File: config.mk
export PLATFORM = sky130hd
export DESIGN_NAME = rf_wr_arbiter
export DESIGN_NICKNAME = d
export VERILOG_FILES = /design/src/rtl/rf_arb_pkg.sv /design/src/rtl/rf_arb_grant.sv /design/src/rtl/rf_wr_arbiter.sv
export SDC_FILE = /design/constraint.sdc
export NUM_CORES = 1
export LEC_CHECK = 0
export ABC_CLOCK_PERIOD_IN_PS = 800
export CAP_MARGIN = 40
export CORE_ASPECT_RATIO = 0.8
export CORE_MARGIN = 4
export CORE_UTILIZATION = 36
export DETAILED_ROUTE_END_ITERATION = 12
export PLACE_DENSITY_LB_ADDON = 0.3
export REMOVE_ABC_BUFFERS = 1
export SYNTH_ARGS = -nofsm -noshare
export SYNTH_HDL_FRONTEND = slang
export SYNTH_SLANG_ARGS = --single-unit
File: constraint.sdc
create_clock -name i_clk -period 0.8 [get_ports i_clk]
set_input_delay 0.16 -clock i_clk [delete_from_list [all_inputs] [get_ports i_clk]]
set_output_delay 0.16 -clock i_clk [all_outputs]
set_load 0.02 [all_outputs]
File: src/rtl/rf_arb_pkg.sv
// rtl/rf_arb_pkg.sv - shared widths, requester indices and request type for the regfile write arbiter
package rf_arb_pkg;

  localparam int RF_DATA_W = 32;
  localparam int RF_ADDR_W = 5;

  localparam logic REQ_WBU = 1'b0;
  localparam logic REQ_MDU = 1'b1;

  typedef struct packed {
    logic                 valid;
    logic [RF_ADDR_W-1:0] waddr;
    logic [RF_DATA_W-1:0] wdata;
  } rf_wr_req_t;

endpackage

File: src/rtl/rf_arb_grant.sv
// rtl/rf_arb_grant.sv - combinational one-hot grant for the two regfile write requesters
// RF_WR_ARBITER_RR_EN selects round-robin on contention; otherwise requester 0 has fixed priority.
module rf_arb_grant
  import rf_arb_pkg::*;
(
  input  logic       i_req0_valid,
  input  logic       i_req1_valid,
  input  logic       i_last_gnt,
  output logic [1:0] o_gnt
);

`ifndef RF_WR_ARBITER_RR_EN
  logic unused_last_gnt;
  assign unused_last_gnt = i_last_gnt;
`endif

  always_comb begin
    o_gnt = 2'b00;
    if (i_req0_valid && i_req1_valid) begin
`ifdef RF_WR_ARBITER_RR_EN
      // Contention goes to whoever did not fire last.
      if (i_last_gnt == REQ_MDU) o_gnt[REQ_WBU] = 1'b1;
      else                       o_gnt[REQ_MDU] = 1'b1;
`else
      o_gnt[REQ_WBU] = 1'b1;
`endif
    end else if (i_req0_valid) begin
      o_gnt[REQ_WBU] = 1'b1;
    end else if (i_req1_valid) begin
      o_gnt[REQ_MDU] = 1'b1;
    end
  end

endmodule

File: src/rtl/rf_wr_arbiter.sv
// rtl/rf_wr_arbiter.sv - arbitrates the integer regfile write port between write-back and mul/div
// Arbitration policy is chosen by RF_WR_ARBITER_RR_EN inside rf_arb_grant.
module rf_wr_arbiter
  import rf_arb_pkg::*;
#(
  parameter int DATA_W = RF_DATA_W,
  parameter int ADDR_W = RF_ADDR_W
) (
  input  logic              i_clk,
  input  logic              i_rst_n,
  input  logic              i_req0_valid,
  output logic              o_req0_ready,
  input  logic [ADDR_W-1:0] i_req0_waddr,
  input  logic [DATA_W-1:0] i_req0_wdata,
  input  logic              i_req1_valid,
  output logic              o_req1_ready,
  input  logic [ADDR_W-1:0] i_req1_waddr,
  input  logic [DATA_W-1:0] i_req1_wdata,
  output logic              o_reg_wena,
  output logic [ADDR_W-1:0] o_reg_waddr,
  output logic [DATA_W-1:0] o_reg_wdata,
  output logic              o_req0_done,
  output logic              o_req1_done
);

  logic [1:0]        gnt;
  logic              fire0, fire1;
  logic [ADDR_W-1:0] sel_waddr;
  logic [DATA_W-1:0] sel_wdata;

  logic              last_gnt_q, last_gnt_d;
  logic              reg_wena_q, reg_wena_d;
  logic [ADDR_W-1:0] reg_waddr_q, reg_waddr_d;
  logic [DATA_W-1:0] reg_wdata_q, reg_wdata_d;
  logic              req0_done_q, req0_done_d;
  logic              req1_done_q, req1_done_d;

  rf_arb_grant u_grant (
    .i_req0_valid (i_req0_valid),
    .i_req1_valid (i_req1_valid),
    .i_last_gnt   (last_gnt_q),
    .o_gnt        (gnt)
  );

  assign o_req0_ready = gnt[REQ_WBU];
  assign o_req1_ready = gnt[REQ_MDU];
  assign fire0        = i_req0_valid & o_req0_ready;
  assign fire1        = i_req1_valid & o_req1_ready;

  assign sel_waddr = fire1 ? i_req1_waddr : i_req0_waddr;
  assign sel_wdata = fire1 ? i_req1_wdata : i_req0_wdata;

  always_comb begin
    last_gnt_d  = last_gnt_q;
    reg_waddr_d = reg_waddr_q;
    reg_wdata_d = reg_wdata_q;
    reg_wena_d  = 1'b0;
    req0_done_d = 1'b0;
    req1_done_d = 1'b0;
    if (fire0 || fire1) begin
      last_gnt_d  = fire1 ? REQ_MDU : REQ_WBU;
      reg_waddr_d = sel_waddr;
      reg_wdata_d = sel_wdata;
      // x0 is hardwired zero: retire the request but suppress the write.
      reg_wena_d  = (sel_waddr != '0);
      req0_done_d = fire0;
      req1_done_d = fire1;
    end
  end

  always_ff @(posedge i_clk or negedge i_rst_n) begin
    if (!i_rst_n) begin
      last_gnt_q  <= REQ_MDU;
      reg_wena_q  <= 1'b0;
      reg_waddr_q <= '0;
      reg_wdata_q <= '0;
      req0_done_q <= 1'b0;
      req1_done_q <= 1'b0;
    end else begin
      last_gnt_q  <= last_gnt_d;
      reg_wena_q  <= reg_wena_d;
      reg_waddr_q <= reg_waddr_d;
      reg_wdata_q <= reg_wdata_d;
      req0_done_q <= req0_done_d;
      req1_done_q <= req1_done_d;
    end
  end

  assign o_reg_wena  = reg_wena_q;
  assign o_reg_waddr = reg_waddr_q;
  assign o_reg_wdata = reg_wdata_q;
  assign o_req0_done = req0_done_q;
  assign o_req1_done = req1_done_q;

endmodule

==> flow_summary.json, run 1 <==
{
  "clk_pin_slew_worst_paths_ps": 70,
  "drt_iter0_markers": 24,
  "grt.total_usage_pct": 17.37,
  "critPathLaunch": "o_reg_wdata[22]",
  "crit_required_ps": 640,
  "drt-wirelength-per-cell_um": 15.05,
  "ant_nets": 0,
  "grt_max_degree": 40,
  "critPathKind": "reg2out",
  "synth_flop_cell": "dfrtp_1",
  "syn_area_sq_um": 1810,
  "numPortBuffers": 119,
  "setup_viol": 54,
  "cts_made_buffers": 5,
  "fillers": 379,
  "min_from": "i_req0_waddr[4]",
  "firstDrtPassIters": 2,
  "fp.dieW_um": 87.29,
  "grt_pass1_wl_mm": 8.466,
  "die-area_sq_um": 6235,
  "timing.final.crit_share_pct": 124.3,
  "synth_edf_count": 0,
  "initial_core_util_pct": 38.24,
  "maxCapViolations": 0,
  "antenna_found_initial": 0,
  "yosys.cell_count.top_type": "dfrtp_1",
  "cts_num_sinks": 40,
  "relSlewSlack_pct": 75.80,
  "cp_cell_sequence": "buf_6",
  "worst_slack_ps": -194.4,
  "r2r-start": "o_reg_wdata[4]",
  "holdWs_ps": 85.45,
  "powerDensity_nw_per_um2": 1555,
  "crit_path_end_kind": "primary output",
  "synth.top_cells.by_count": "dfrtp_1 (40), nand2_1 (38), mux2i_1 (37), o21ai_1 (22), o21ai_0 (17)",
  "cts_max_path_buffers": 2,
  "rsz0062_at_grt": "true",
  "row_count": 22,
  "drc": 0,
  "fin_crit_ps": 994.4,
  "status": "finished with violations",
  "fmax_mhz": 1006,
  "wirelength_mm": 5.447,
  "vias": 1703,
  "postSynthCellCount": 171,
  "violations": "negative setup slack",
  "gp_congestion": 0.7581,
  "r2r_slack_ps": -80,
  "crit_path_start_kind": "register",
  "diodes": 0,
  "synth_seq_cells": 40,
  "crit_family": "flip-flops",
  "fin_worst_skew_ps": 0,
  "nets": 382,
  "path_max_fanout": 2,
  "p_leak_uw": 0.001549,
  "synth.yosys.warnings": 0,
  "setup_tns_ps": -7531,
  "clock-root-buffer": "clkbuf_8",
  "die_y_um": 71.43,
  "htree_levels": 2,
  "synthTopCellsByArea": "dfrtp_1 (55%), mux2i_1 (20%), nand2_1 (7.9%), o21ai_1 (6.1%), o21ai_0 (4.7%)",
  "yosysSeqAreaShare_pct": 55.29,
  "synth_cell_types": 11,
  "drive_above_1_share_pct": 27.48,
  "fp.coreArea_sq_um": 4735,
  "clk_latency_ps": 280,
  "critPathArrivalTime_ps": 830,
  "synth_top_area_cell": "dfrtp_1",
  "cpPeakStageDelay_ps": 410,
  "hold_viol": 0,
  "synth_top_area_share_pct": 55.29,
  "worstMarginPinSlew_ps": 363.0,
  "ir_drop_uv": 961.9,
  "tritoncts": "built",
  "syn_avg_cell_area_sq_um": 10.59,
  "crit_buf_inv": 1,
  "slowest_stage": "dfrtp_1",
  "ioPinCount": 120,
  "async_flop_share_pct": 100.0,
  "area.growth.synth_to_final_pct": 82.52,
  "hpwl_mm": 4.023,
  "grt_overflow": 0,
  "drv_slew": 0,
  "grt_pass1_vias": 1721,
  "hold_class": "in2reg",
  "vias_per_cell": 4.704
}
==> metrics by stage <==
step / worst slack, ps / cells / area, sq um / power [uW] / util, %
floorplan: -153.3 / 157 / 1730 / 2813 / -
global placement: -606.9 / 345 / 3049 / 3794 / 64.40
detailed placement: -628.4 / 345 / 3049 / 3817 / 64.40
CTS: -194.4 / 357 / 3216 / 5108 / 67.92
global route: -222.4 / 362 / 3304 / 5385 / 69.79
finish: -194.4 / 362 / 3304 / 5137 / 69.79
==> registers in the layout, indices dropped and copies added, names as in the netlist <==
| register | flops |
|---|---|
| o_reg_wdata | 32 |
| o_req1_done | 1 |
| o_reg_wena | 1 |
| o_reg_waddr | 5 |
| o_req0_done | 1 |
==> final timing paths <==
| check | to | cells after the start |
|---|---|---|
| max in group asynchronous | o_reg_wdata[11] | 3 |
| worst max-delay path | o_reg_wdata[22] | 1 |
| worst min register to register | o_reg_wdata[7] | 2 |
| worst min-delay path | o_reg_waddr[4] | 3 |
| min in group asynchronous | o_reg_wdata[21] | 3 |
| worst max register to register | o_reg_wdata[4] | 3 |
==> placed cells by master (no fill, tap or decap) <==
master / instances
buf_2: 6
buf_4: 16
buf_6: 47
buf_8: 1
clkbuf_8: 5
clkdlybuf4s15_1: 2
clkdlybuf4s15_2: 1
clkdlybuf4s50_1: 66
dfrtp_1: 40
dlygate4sd3_1: 1
mux2i_1: 35
mux2i_2: 1
mux2i_4: 1
nand2_1: 38
nor2b_2: 1
o21ai_0: 8
o21ai_1: 29
o21ai_2: 2
or4_4: 2
==> routing by layer <==
metal / global-route usage [%] / up-vias / share of wire [%]
li1: - / 851 / -
met4: 4.600 / 0 / 0.92
met5: 0 / - / 0
met1: 23.04 / 764 / 44
met3: 7.126 / 6 / 12
met2: 26.34 / 82 / 44
==> cells by family (layout without fill, tap and decap cells) <==
group	after synthesis	in the layout	share of synthesized area [%]
flops	40	40	55.29
simple gates	41	41	9.053
compound gates	39	39	10.78
buf+inv	14	145	4.423
mux	37	37	20.46
==> final cells by class <==
class,instances,area [sq um],share of cell area [%]
flip-flops and latches,40,1001,30.29
multi-input cells,117,763.2,23.10
clock buffers,5,68.82,2.083
repair buffers,140,1396,42.26
well taps,60,75.07,2.272
==> where the power goes <==
part	internal, uW	switching [uW]	total (uW)
clock network	562	611	1170
registers	2210	138	2340
logic	942	679	1620
==> repair_timing <==
item | in CTS | in global routing
setup endpoints to repair | 69 | 61
pin swaps | 7 | 8
endpoints found under the hold margin | 40 | 0
buffers inserted | 7 | 6
hold buffers | 1 | 0
resized for setup | 284 | 16
gates cloned | 0 | 0
Power figures use the tool's default switching activity.
==> run 2: changes to the inputs <==
Settings changed: ABC_AREA set to 0, RECOVER_POWER set to 100.
==> run 2 against run 1 <==
Compared with the run above:
- the run still ends with negative setup slack left
- hold slack is essentially flat
- clock power is essentially flat
- non-clock buffer count is the same
- clock skew is the same
- core utilization shrank 0.079 points
- critical path depth is the same
- largest power group unchanged
==> flow_summary.json, run 2 (same netlist as run 1, synthesis figures left out) <==
{
  "multiInputGateArea_sq_um": 760.7,
  "r2r_slack_ps": -80,
  "worstMarginPinSlew_ps": 390.0,
  "crit_path_start_kind": "register",
  "critPathArrivalTime_ps": 830,
  "setup_tns_ps": -7577,
  "grt_util_met2_pct": 26.34,
  "die_y_um": 71.43,
  "rsz0062_at_grt": "true",
  "numPortBuffers": 119,
  "cts_num_sinks": 40,
  "critical_path_depth": 1,
  "violations": "negative setup slack",
  "htree_levels": 2,
  "path_max_fanout": 2,
  "mostFrequentLayoutCells": "clkdlybuf4s50_1 (66), buf_6 (47), dfrtp_1 (40), nand2_1 (38), mux2i_1 (35)",
  "crit_family": "flip-flops",
  "grt_overflow": 0,
  "crit_required_ps": 640,
  "fin_crit_ps": 994.7,
  "diodes": 0,
  "cp_cell_sequence": "buf_6",
  "drt_iter0_markers": 23,
  "fp.coreArea_sq_um": 4735,
  "fp.dieW_um": 87.29,
  "min_to": "o_reg_waddr[4]",
  "hold_viol": 0,
  "hold_class": "in2reg",
  "rr_worst_depth": 3,
  "status": "finished with violations",
  "ioPinCount": 120,
  "gp_congestion": 0.7581,
  "cts_max_path_buffers": 2,
  "clk_pin_slew_worst_paths_ps": 70,
  "maxCapViolations": 0,
  "crit_path_end_kind": "primary output",
  "timing.final.crit_share_pct": 124.3,
  "cts_made_buffers": 5,
  "grt_max_degree": 40,
  "die-area_sq_um": 6235,
  "initial_core_util_pct": 38.24,
  "ant_nets": 0,
  "wirelength_mm": 5.464,
  "clock-root-buffer": "clkbuf_8",
  "vias": 1704,
  "drc": 0,
  "tritoncts": "built",
  "design_area_sq_um": 3301,
  "fillers": 379,
  "nets": 382,
  "grt.total_usage_pct": 17.37,
  "use_met3_pct": 7.126,
  "grt-busiest-layer": "met2",
  "r2r-start": "o_reg_wdata[4]",
  "firstDrtPassIters": 4,
  "relSlewSlack_pct": 74.00,
  "antenna_found_initial": 0,
  "p_leak_uw": 0.001545,
  "clk_latency_ps": 280,
  "powerDensity_nw_per_um2": 1554,
  "hold_path_depth": 3,
  "largest_register_ffs": 32,
  "min_from": "i_req0_waddr[4]",
  "worst_slack_ps": -194.7,
  "vias_per_cell": 4.707,
  "drv_slew": 0,
  "setup_viol": 55,
  "slowest_stage": "dfrtp_1",
  "use_met1_pct": 23.04,
  "critPathKind": "reg2out",
  "cpPeakStageDelay_ps": 410,
  "row_count": 22,
  "drive_above_1_share_pct": 26.82,
  "fin_worst_skew_ps": 0,
  "grt_pass1_vias": 1721,
  "drt-wirelength-per-cell_um": 15.09,
  "final_common_cell": "clkdlybuf4s50_1",
  "power.total_uw": 5131,
  "regArea_sq_um": 1001,
  "fmax_mhz": 1005,
  "hpwl_mm": 4.023,
  "ir_drop_uv": 961.4,
  "placed_area_sq_um": 3049,
  "area.growth.synth_to_final_pct": 82.31,
  "crit_buf_inv": 1,
  "r2r-end": "o_reg_wdata[4]",
  "grt_pass1_wl_mm": 8.466
}
## run 2: cell types whose count changed in the layout (fill, tap and decap cells not counted), moves of 2 or more
cell / before / now
buf_2: 6 / 4
buf_4: 16 / 14
o21ai_1: 29 / 22
clkbuf_4: 0 / 2
o21ai_0: 8 / 15
## run 2: per-stage QoR
| stage | std cells | hold slack, ps | util (%) | setup WS [ps] |
|---|---|---|---|---|
| finish | 362 | 85.26 | 69.71 | -194.7 |
| global route | 362 | 88.32 | 69.71 | -222.4 |
| CTS | 357 | 81.29 | 67.92 | -194.4 |
| detailed placement | 345 | 154.9 | 64.40 | -628.4 |
| global placement | 345 | 144.5 | 64.40 | -606.9 |
| floorplan | 157 | -135.6 | - | -153.3 |
## run 2: how the worst max path moves through the flow
stage,to,startpoint,slack (ps)
2_1_floorplan,o_reg_wena,i_req1_waddr[1],-150
3_3_place_gp,o_reg_wena,i_req0_waddr[1],-610
3_5_place_dp,o_reg_wena,i_req0_waddr[1],-630
4_1_cts,o_reg_wdata[0],o_reg_wdata[0],-190
5_1_grt,o_reg_wdata[24],o_reg_wdata[24],-220
6_report,o_reg_wdata[22],o_reg_wdata[22],-190
## run 2: final cells by class
class	count	share of cell area (%)
sequential	40	30.33
multi-input combinational	117	23.05
clock buffer	5	2.085
tap	60	2.274
timing repair buffer	140	42.27
## run 2: what timing repair did
item,CTS,global route
hold buffers,1,0
buffers inserted,7,6
resized for setup,284,16
pin swaps,7,8
setup endpoints to repair,69,61
endpoints found under the hold margin,40,0
## run 2: where the power goes
group	total (uW)	switching, uW	internal, uW
Clock	1170	612	562
Sequential	2340	139	2210
Combinational	1610	676	937
## run 2: routing by layer
metal	share of wire [%]	wire (um)	vias to the layer above
li1	-	-	851
met1	44	2409	763
met2	43	2367	84
met3	12	637	6
met4	0.92	50	0
met5	0	0	-
==> RTL edit, RTL diff (flow settings as in run 1) <==
Set the package constant `RF_ADDR_W` to 4 (it was 5).
--- a/src/rtl/rf_arb_pkg.sv
+++ b/src/rtl/rf_arb_pkg.sv
@@ -4,3 +4,3 @@
   localparam int RF_DATA_W = 32;
-  localparam int RF_ADDR_W = 5;
+  localparam int RF_ADDR_W = 4;
 
Ports: changed (resized i_req0_waddr, i_req1_waddr and o_reg_waddr); port bits go from 120 to 117. The function was not compared with the original's and may differ.
==> RTL edit against run 1 <==
The run still ends with setup timing left; worst setup slack gained 0.0026 ns; synthesized cell count shrank 3.5%; power shrank 1.6%; synthesized area shrank 3.2%; count of clock-buffer cells in the layout grew 1; sequential cell count shrank 1; register-to-register slack lost 0.03 ns; sequential power shrank 3%; fmax grew 0.26%; final area shrank 0.72%; die area shrank 2.9%; wire length grew 0.59%; non-clock buffer count is the same.
==> RTL edit: results (changes against run 1) <==
cp.arrival_ns: 0.83  # about the same
cp_max_fo: 2  # unchanged
ir_drop_uv: 869.5  # was 961.9 uV
via_count: 1683  # was 1703
layout.nets: 374  # was 382
clock_skew_ns: 0  # unchanged
antenna_found_initial: 0  # unchanged
insertedDiodeCount: 0  # unchanged
numCtsBuffers: 5  # unchanged
grt_pass1_wl_um: 8487  # was 8466 um
setup_ws_ns: -0.1918  # was -0.1944 ns
seq_area_frac_synth_pct: 55.71  # was 55.29%
routedWlPerCell_um: 15.35  # was 15.05 um
first_global_vias: 1761  # was 1721
drive_above_1_share_pct: 27.95  # was 27.48%
status: "finished, violations left"  # unchanged
clk_latency_ns: 0.28  # about the same
async_flop_share_pct: 100.0  # unchanged
htree_levels: 2  # unchanged
synth_cell_type_count: 10  # was 11
track_usage_pct: 17.95  # was 17.37%
finalSetupViolations: 49  # was 54
drtIter0Drc: 64  # was 24
path_delay_family: "flip-flops"  # unchanged
gp_congestion: 0.7817  # was 0.7581
critPathSlowestCell: "dfrtp_1"  # unchanged
drtPass1Iterations: 4  # was 2
violations: "setup timing"  # unchanged
clk_pin_slew_ns: 0.07  # about the same
yosysWarnings: 0  # unchanged
grt_max_degree: 37  # was 40
largest_reg_flops: 32  # unchanged
fill_cells: 395  # was 379
cts_buffer_depth: 2  # unchanged
worstMarginPinSlew_ns: 0.3247  # was 0.3630 ns
port_buffers: 116  # was 119
synthTopCellsByCount: "dfrtp_1 (39), mux2i_1 (36), nand2_1 (36), o21ai_0 (36), clkbuf_1 (8)"  # was dfrtp_1 (40), nand2_1 (38), mux2i_1 (37)
r2r_slack_ns: -0.11  # was -0.08 ns
min_path_type: "input pin to register"  # unchanged
leakage_nw: 1.549  # about the same
synth_area_leaders: "dfrtp_1 (56%), mux2i_1 (21%), o21ai_0 (10%)"  # was dfrtp_1 (55%), mux2i_1 (20%), nand2_1 (7.9%)
dp_hpwl_um: 3953  # was 4023 um
[RTL edit: changes by cell type after synthesis]
cell / delta
a22o_1: +1
buf_2: -5
buf_4: +3
buf_6: -2
clkbuf_1: +4
dfrtp_1: -1
mux2i_1: -1
nand2_1: -2
o21ai_0: +19
o21ai_1: -22
[RTL edit: final cells by class]
class | instances | area (um2) | share of cell area [%]
Timing Repair Buffer | 140 | 1433 | 43.67
Sequential cell | 39 | 975.9 | 29.75
Multi-Input combinational cell | 112 | 724.4 | 22.08
Tap cell | 60 | 75.07 | 2.288
Clock buffer | 6 | 72.57 | 2.212
[RTL edit: power by group]
group	leakage [nW]	total, W	switching (W)	internal [W]
Combinational	1.04	0.00160	0.000661	0.000938
Clock	0.0371	0.00118	0.000598	0.000581
Sequential	0.470	0.00228	0.000128	0.00215
[RTL edit: timing repair]
action	in CTS	in global routing
gates cloned	1	1
setup buffers	10	3
pin swaps	4	2
hold endpoints to repair	39	0
setup endpoints to repair	65	59
gates resized for setup	284	18
hold buffers	1	0
[RTL edit: logic make-up (layout without fill, tap and decap cells)]
kind of cell    count (synthesis)  count (layout)  synth area share [%]
compound gates                 37              37                 10.79
mux                            36              36                 20.57
simple gates                   39              39                 8.929
flops                          39              39                 55.71
buf+inv                        14             146                 4.000
[RTL edit: per-layer routing]
metal | routed length, um | vias up | GRT usage [%] | part of all wire (%)
li1 | - | 827 | - | -
met1 | 2393 | 766 | 24.11 | 44
met2 | 2412 | 86 | 27.20 | 44
met3 | 643 | 4 | 7.311 | 12
met4 | 30 | 0 | 3.691 | 0.55
met5 | 0 | - | 0 | 0
[RTL edit: stage by stage]
stage / std cells / hold slack, ns / setup WS [ns] / area [um2] / TNS [ns]
after floorplan: 151 / -0.1356 / -0.2092 / 1682 / -0.2092
after global placement: 336 / 0.1464 / -0.6453 / 2983 / -25.69
after detailed placement: 336 / 0.1645 / -0.6757 / 2983 / -25.84
after CTS: 354 / 0.08423 / -0.1992 / 3222 / -7.282
after global routing: 357 / 0.1054 / -0.2185 / 3281 / -8.707
final: 357 / 0.1233 / -0.1918 / 3281 / -6.846
[RTL edit: final timing paths]
check	from	endpoint	cells after the start
worst max-delay path	o_reg_wdata[26]	o_reg_wdata[26]	1
worst min-delay path	i_req0_valid	o_req1_done	2
worst max register to register	o_reg_wdata[10]	o_reg_wdata[10]	3
worst min register to register	o_reg_wdata[25]	o_reg_wdata[25]	2
max in group asynchronous	i_rst_n	o_reg_wdata[16]	3
min in group asynchronous	i_rst_n	o_reg_wdata[2]	3
